### src/rtl/maj5_pkg.sv
// Shared types and helpers for the 5-input majority vote path.
// Latency: n/a (package).
// Backpressure: n/a (package).
package maj5_pkg;

  localparam int         VOTE_W     = 5;
  localparam logic [2:0] MAJ_THRESH = 3'd3;

  typedef logic [VOTE_W-1:0] vote_t;

  // One-deep result slot occupancy.
  typedef enum logic {
    SLOT_EMPTY = 1'b0,
    SLOT_FULL  = 1'b1
  } slot_state_e;

  function automatic logic [2:0] popcount5(input vote_t v);
    logic [2:0] c;
    c = 3'd0;
    for (int i = 0; i < VOTE_W; i++) begin
      c = c + {2'b00, v[i]};
    end
    return c;
  endfunction

endpackage

### src/rtl/maj5_eval.sv
// Combinational 5-input majority evaluator: popcount and popcount >= 3.
// Latency: 0 cycles (pure combinational).
// Backpressure: none; output follows input.
// Ports: vote (5-bit vector, bit 0 = pi0) -> maj, count (0..5).
module maj5_eval
  import maj5_pkg::*;
(
  input  vote_t      vote,
  output logic       maj,
  output logic [2:0] count
);

  always_comb begin
    count = popcount5(vote);
    maj   = (count >= MAJ_THRESH);
  end

endmodule

### src/rtl/maj5_vote_arbiter.sv
// Round-robin arbiter sharing one majority evaluator among NUM_REQ requesters.
// Latency: result registered 1 cycle after accept; 1 vector/cycle sustained.
// Backpressure: one-deep result slot; req_ready low while slot FULL and !res_ready.
// Ports: req_valid/req_vote/req_ready (per-requester handshake, 5 bits each),
//        res_valid/res_ready/res_maj/res_count/res_tag (result slot),
//        eval_count (wrapping count of accepted vectors).
module maj5_vote_arbiter
  import maj5_pkg::*;
#(
  parameter int NUM_REQ = 4,
  parameter int TAG_W   = $clog2(NUM_REQ),
  parameter int CNT_W   = 16
) (
  input  logic                      clk,
  input  logic                      rst,
  input  logic [NUM_REQ-1:0]        req_valid,
  input  logic [VOTE_W*NUM_REQ-1:0] req_vote,
  output logic [NUM_REQ-1:0]        req_ready,
  output logic                      res_valid,
  input  logic                      res_ready,
  output logic                      res_maj,
  output logic [2:0]                res_count,
  output logic [TAG_W-1:0]          res_tag,
  output logic [CNT_W-1:0]          eval_count
);

  slot_state_e      state;
  logic [TAG_W-1:0] rr_ptr;
  logic [TAG_W-1:0] grant_idx;
  logic [TAG_W-1:0] next_ptr;
  logic [TAG_W:0]   scan_idx;
  logic             grant_vld;
  logic             slot_free;
  logic             accept;
  vote_t            votes [NUM_REQ];
  vote_t            sel_vote;
  logic             eval_maj;
  logic [2:0]       eval_cnt;

  always_comb begin
    for (int i = 0; i < NUM_REQ; i++) begin
      votes[i] = req_vote[VOTE_W*i +: VOTE_W];
    end
  end

  // Scan starting at rr_ptr; one extra bit on scan_idx lets the modulo wrap
  // be a single conditional subtract, valid for non-power-of-two NUM_REQ.
  always_comb begin
    grant_vld = 1'b0;
    grant_idx = '0;
    scan_idx  = '0;
    for (int k = 0; k < NUM_REQ; k++) begin
      scan_idx = {1'b0, rr_ptr} + (TAG_W+1)'(k);
      if (scan_idx >= (TAG_W+1)'(NUM_REQ)) begin
        scan_idx = scan_idx - (TAG_W+1)'(NUM_REQ);
      end
      if (!grant_vld && req_valid[scan_idx[TAG_W-1:0]]) begin
        grant_vld = 1'b1;
        grant_idx = scan_idx[TAG_W-1:0];
      end
    end
  end

  // Drain-and-refill in one cycle when the consumer takes the held result.
  // Reset also suppresses grants so nothing is accepted while rst is high.
  assign slot_free = !rst && ((state == SLOT_EMPTY) || res_ready);
  assign accept    = slot_free && grant_vld;
  assign req_ready = accept ? ({{(NUM_REQ-1){1'b0}}, 1'b1} << grant_idx) : '0;
  assign sel_vote  = votes[grant_idx];
  assign next_ptr  = (grant_idx == TAG_W'(NUM_REQ-1)) ? '0 : grant_idx + 1'b1;
  assign res_valid = (state == SLOT_FULL);

  maj5_eval u_eval (
    .vote  (sel_vote),
    .maj   (eval_maj),
    .count (eval_cnt)
  );

  always_ff @(posedge clk or posedge rst) begin
    if (rst) begin
      state      <= SLOT_EMPTY;
      res_maj    <= 1'b0;
      res_count  <= 3'd0;
      res_tag    <= '0;
      rr_ptr     <= '0;
      eval_count <= '0;
    end else begin
      if (accept) begin
        state      <= SLOT_FULL;
        res_maj    <= eval_maj;
        res_count  <= eval_cnt;
        res_tag    <= grant_idx;
        rr_ptr     <= next_ptr;
        eval_count <= eval_count + 1'b1;
      end else if (res_ready) begin
        // Drain without refill: result fields keep their last values.
        state <= SLOT_EMPTY;
      end
    end
  end

endmodule
### config.mk
export PLATFORM = sky130hd
export DESIGN_NAME = maj5_vote_arbiter
export DESIGN_NICKNAME = d
export VERILOG_FILES = /design/src/rtl/maj5_pkg.sv /design/src/rtl/maj5_eval.sv /design/src/rtl/maj5_vote_arbiter.sv
export SDC_FILE = /design/constraint.sdc
export NUM_CORES = 1
export LEC_CHECK = 0
export ABC_AREA = 1
export ABC_CLOCK_PERIOD_IN_PS = 5500
export CAP_MARGIN = 20
export CORE_ASPECT_RATIO = 1.2
export CORE_MARGIN = 2
export CORE_UTILIZATION = 45
export DETAILED_ROUTE_END_ITERATION = 6
export DONT_BUFFER_PORTS = 1
export HOLD_SLACK_MARGIN = 0.15
export REMOVE_ABC_BUFFERS = 1
export SYNTH_ARGS = -nofsm -noshare
export SYNTH_HDL_FRONTEND = slang
export SYNTH_SLANG_ARGS = --single-unit
### constraint.sdc
create_clock -name clk -period 5.5 [get_ports clk]
set_clock_uncertainty 0.05 [all_clocks]
set_input_delay 0.825 -clock clk [delete_from_list [all_inputs] [get_ports clk]]
set_output_delay 0.825 -clock clk [all_outputs]
set_load 0.02 [all_outputs]
[Word-level counts from Yosys, hierarchy flattened]
Index checks and enable logic that the tools add are counted.
W data, S select, Z words.
Storage, ports and cells
  register bits after elaboration: 25
  output and inout port bits: 27
  logic and storage cells: 71
Cells by class
  $add $sub $neg: 13
  magnitude comparators: 10
  equality and inequality tests: 1
  shift-type cells: 1
  muxes and demuxes: 27
  bitwise operators: 2
  reductions and logical operators: 11
Operator list (number)
  $mux W2: 9
  $add A16 B1 Y16 const B: 1
  $ge A3 B3 Y1 const B: 4
  $lt A2 B3 Y1 const B: 4
  $bmux W5 S2: 1
  $mux W1: 10
  $mux W5: 2
  $add A3 B1 Y3: 3
  $bmux W1 S2: 4
  $sub A2 B1 Y2 const B: 4
  $add A2 B2 Y3 const B: 2
  $logic_and A1 B1 Y1: 5
  $logic_not A1 Y1: 4
  $mux W4: 1
  $shl A1 B2 Y4 const A: 1
  $add A2 B1 Y3 const B: 1
  $ge A2 B3 Y1 const B: 1
  $ge A3 B2 Y1 const B: 1
  $not A2 Y3: 1
  $add A1 B1 Y2: 1
  $add A2 B1 Y2 const B: 1
  $eq A2 B2 Y1 const B: 1
  $reduce_bool A2 Y1: 1
  $logic_or A1 B1 Y1: 1
  $not A1 Y1: 1

[Depth between registers and ports, before layout]
  depth after elaboration: 23
  depth in mapped cells: 22

[By module]
From an unflattened synthesis, not the netlist that was laid out.
Unflattened totals
  cell total of the unflattened synthesis: 259
  area, all modules: 1781.7 um2
By module, submodules not included
  maj5_vote_arbiter: times used 1, cells each 248, area each 1699.1 um2, seq. area each 625.6 um2
  maj5_eval: times used 1, cells each 11, area each 82.6 um2, seq. area each 0.0 um2

[Worst setup path after synthesis]
OpenSTA, ideal clock, no wires.
  path type: input to register
  from: input port req_valid[3]
  to: register res_maj
  arrival time: 3.520 ns
  data required time: 5.322 ns
  slack: 1.802 ns
  stages on the path: 19
  path buffers: 1
  cells stage by stage: inv_1 -> nand2_1 -> nand3_1 -> nand2_1 -> nor2_4 -> nand3_2 -> nand3_2 -> buf_6 -> nand2_1 -> nand3_1 -> nand2_1 -> ha_1 -> fa_1 -> ha_1 -> inv_1 -> fa_1 -> inv_1 -> a21boi_0 -> o21ai_0
Between the ends
  cells in the longest elaborated chain, start to end: 21
Ends and longest elaborated chain
  start: declaration: RTL line maj5_vote_arbiter.sv:16  | input logic [NUM_REQ-1:0] req_valid,
  $bmux W1 S2: RTL line maj5_vote_arbiter.sv:57  | if (!grant_vld && req_valid[scan_idx[TAG_W-1:0]]) begin
  $mux W1 (implied by the code): RTL line maj5_vote_arbiter.sv:57
  $mux W1: RTL line maj5_vote_arbiter.sv:57
  $logic_not A1 Y1: RTL line maj5_vote_arbiter.sv:57
  $logic_and A1 B1 Y1: RTL line maj5_vote_arbiter.sv:57
  $mux W1: RTL line maj5_vote_arbiter.sv:57
  $logic_not A1 Y1: RTL line maj5_vote_arbiter.sv:57
  $logic_and A1 B1 Y1: RTL line maj5_vote_arbiter.sv:57
  [... 2 more ...]
  $logic_and A1 B1 Y1: RTL line maj5_vote_arbiter.sv:57
  $mux W2: RTL line maj5_vote_arbiter.sv:57
  $not A2 Y3 (implied by the code): RTL line maj5_vote_arbiter.sv:69  | assign sel_vote = votes[grant_idx];
  $bmux W5 S2: RTL line maj5_vote_arbiter.sv:69
  $mux W5 (implied by the code) (2 in a row): RTL line maj5_vote_arbiter.sv:69
  $add A1 B1 Y2: RTL line maj5_pkg.sv:21  | c = c + {2'b00, v[i]};
  $add A3 B1 Y3 (3 in a row): RTL line maj5_pkg.sv:21
  $ge A3 B2 Y1: RTL line maj5_eval.sv:15  | maj = (count >= MAJ_THRESH);
  end signal: assignment: RTL line maj5_vote_arbiter.sv:90  | res_maj <= eval_maj;
  end: declaration: RTL line maj5_vote_arbiter.sv:21  | output logic res_maj,
Several ways; a longest one is shown, not always the timed one. The select of a mux whose other input is x is not followed.
A chain may end at the register's enable or synchronous reset.

[Final worst setup path]
  from: register rr_ptr[0]
  to: register res_maj
Between the ends
  cells in the longest elaborated chain, start to end: 23
Ends and longest elaborated chain
  start: declaration: RTL line maj5_vote_arbiter.sv:28  | logic [TAG_W-1:0] rr_ptr;
  start signal: assignment: RTL line maj5_vote_arbiter.sv:93  | rr_ptr <= next_ptr;
  branches (longest 23 deep; another with $add A2 B1 Y3)
Several ways; the timed one is not identified. The select of a mux whose other input is x is not followed.

==> summary.txt <==
Run status
  • Status: finished clean

Timing
  • Pin slew with the least headroom to its limit: 0.927 ns
  • F_max: 255 MHz
  • Fin crit period: a little under 4 ns
  • Slew Limit Headroom: 0.381
  • Setup TNS: 0 ns
  • Slew Viols, Final: 0
  • Final hold vios: 0
  • Final setup violation count: 0
  • Final worst-path cycle share: 0.712
  • RSZ-0062 raised after global routing: false

Global routing
  • Total gr overflow: 0
  • Met3 GRT Util: 0.0281
  • Gr usage total: 0.172
  • Met2 Usage GRT: 0.331
  • Top Usage Layer GRT: met2
  • Largest net degree at the start of global routing: 29
  • Vias in the first global route: 1533
  • Met1 usage: 0.195
  • First-pass GRT wire length: 6600 um
  • Initial antenna violation count: 0

Clock tree
  • Post-CTS Setup Inserts: 0
  • Post-CTS Resized: 0
  • CTS buffer count: 3
  • Clock Latency Late Sink: 0.26 ns
  • Clock Path Buffers: 2
  • # H-tree levels: 1
  • Sink Count: 25
  • Root Buffer: clkbuf_8
  • TritonCTS clock tree: done
  • Hold_buf cts: 0
  • Clock slew at reported path FFs: approximately 0.080 ns

Floorplanning
  • Starting Density: 0.476
  • Core area: between 4000 and 5000 um2
  • Die Wd: 63.4 um
  • Die Y: 75.3 um
  • DIE AREA: 4780 um2
  • # rows: 25
  • Ports: between 50 and 60

Drt
  • First drt pass iteration count: 4
  • DR vias/cell: between 4 and 5
  • ANT nets after route: 0
  • DRC errors left: 0
  • Initial DRC count: approximately 50
  • Final WL: 3790 um
  • Vias: 1607
  • Wire length per cell: 11.5 um

Power and ir drop
  • Total power: ~0.0015 W
  • Peak VDD IR: 0.321 mV
  • Static Leak: 1.08 nW
  • PwrDens: between 700 and 800 nW/um2

Synthesis
  • Synth Warn #: 0
  • Area share of the largest cell type after synthesis: 0.328
  • Synth top cells by count: 92 x nand2_1, 48 x inv_1, 25 x dfrtp_1, 21 x nand3_1, 21 x nor2_1
  • Most numerous cell in the Yosys netlist: nand2_1
  • Seq/Total Area, Yosys: 0.328
  • Post-synth top area cell: dfrtp_1
  • Gate Count Post-Synth: 278
  • EDFF count, synth: 0
  • Ys flop type: dfrtp_1
  • Mean Syn Cell Area: 6.86 um2
  • Largest cells by area after synthesis: dfrtp_1 33%, nand2_1 18%, inv_1 9.4%, nand3_1 5.5%, ha_1 4.6%
  • Cell variety after synth: 27
  • Cell area after synthesis: 1910 um2
  • FF+latch count, synth: 25
  • Async S/R FF share, synth: 1.00

Finish
  • Nets: 311
  • Fillcell total: 434
  • Layout cells sized above 1: 0.0657
  • Antenna cells: 0
  • Area Overhead vs Synth: 2.56%

Run
  • Max capacitance violation total: 0

Worst setup path
  • Reg2reg setup slack: 1.58 ns
  • CP startpoint kind: flip-flop
  • Worst Path Arrival: 4.01 ns
  • CP Data Required Time: 5.59 ns
  • Critical path peak fanout: 15
  • Critical setup path kind: flip-flop to flip-flop
  • Setup crit end kind: flip-flop

Placed design
  • DPL Wire Length: 2970 um
  • Routability-driven placement congestion ratio: about 0.84
  • Port Buffers: 0

Min path
  • Min-delay worst type: flip-flop to flip-flop
-- flip-flops by register name, indices dropped and copies added (netlist names) --
name        flops
eval_count     16
res_count       3
res_maj         1
res_tag         2
res_valid       1
rr_ptr          2
-- cells in the final DEF (no fill, tap or decap), drive strengths merged --
| cell | synthesis | routed |
|---|---|---|
| nand2 | 97 | 97 |
| inv | 51 | 51 |
| dfrtp | 25 | 25 |
| nand3 | 23 | 23 |
| nor2 | 22 | 22 |
| o21ai | 13 | 13 |
| nand4 | 12 | 12 |
| ha | 7 | 7 |
| xor2 | 6 | 6 |
| xnor2 | 5 | 5 |
| clkbuf | 0 | 4 |
| nand3b | 2 | 2 |
| fa | 2 | 2 |
| a21oi | 1 | 1 |
| nor4 | 1 | 1 |
| a21boi | 1 | 1 |
| nor3 | 1 | 1 |
| a31oi | 1 | 1 |
-- final cells by class --
class | instances | area, um2 | share of cell area
multi-input combinational | 194 | 1020 | 0.522
inverter | 51 | 196 | 0.100
sequential | 25 | 626 | 0.320
tap | 54 | 67.6 | 0.0345
clock buffer | 4 | 45.0 | 0.0230
-- metal layers --
layer | vias up | wire length (um) | part of all wire
li1 | 854 | - | -
met1 | 706 | 1670 | 0.44
met2 | 43 | 1890 | 0.50
met3 | 4 | 190 | 0.050
met4 | 0 | 44 | 0.012
met5 | - | 0 | 0
-- critical path, stage by stage, from the launching register on --
cell	delay [ns]
dfrtp_1	0.52
inv_6	0.15
nand2_1	0.07
nand3_1	0.09
nand2_1	0.11
nor2_4	0.16
nand3_2	0.25
nand3_2	0.34
nand2_1	0.09
nand3_1	0.10
nand2_1	0.06
ha_1	0.31
fa_1	0.55
ha_1	0.14
inv_1	0.04
fa_1	0.49
inv_1	0.04
a21boi_0	0.12
o21ai_0	0.10
-- per-stage QoR --
step	worst slack (ns)	hold slack, ns	utilization	cells	cell area, um2
CTS	1.54	0.598	0.488	328	1960
floorplan	1.66	0.541	-	270	1840
global placement	1.40	0.575	0.477	324	1910
detailed placement	1.33	0.579	0.477	324	1910
global route	1.20	0.627	0.488	328	1960
finish	1.58	0.589	0.488	328	1960
-- worst paths after layout --
kind | start | end | depth (start not counted)
max | rr_ptr[0] | res_maj | 18
min | res_maj | res_maj | 2
max reg2reg | rr_ptr[0] | res_maj | 18
min reg2reg | res_maj | res_maj | 2
max in group asynchronous | rst | eval_count[6] | 1
min in group asynchronous | rst | eval_count[0] | 1
-- cell families after synthesis --
family / Yosys count / synth area share
AND/OR/NAND/NOR: 158 / 0.366
AO/OA/AOI/OAI: 16 / 0.0518
XOR/XNOR: 11 / 0.0505
adder cells (fa/ha/maj): 9 / 0.0669
buffers and inverters: 59 / 0.136
flip-flops: 25 / 0.328
-- power by group --
part / internal, W / switching, W
clock network: 0.0000517 / 0.0000521
logic: 0.000375 / 0.000637
registers: 0.000251 / 0.000139
No activity file was read; power rests on OpenSTA's default activity.
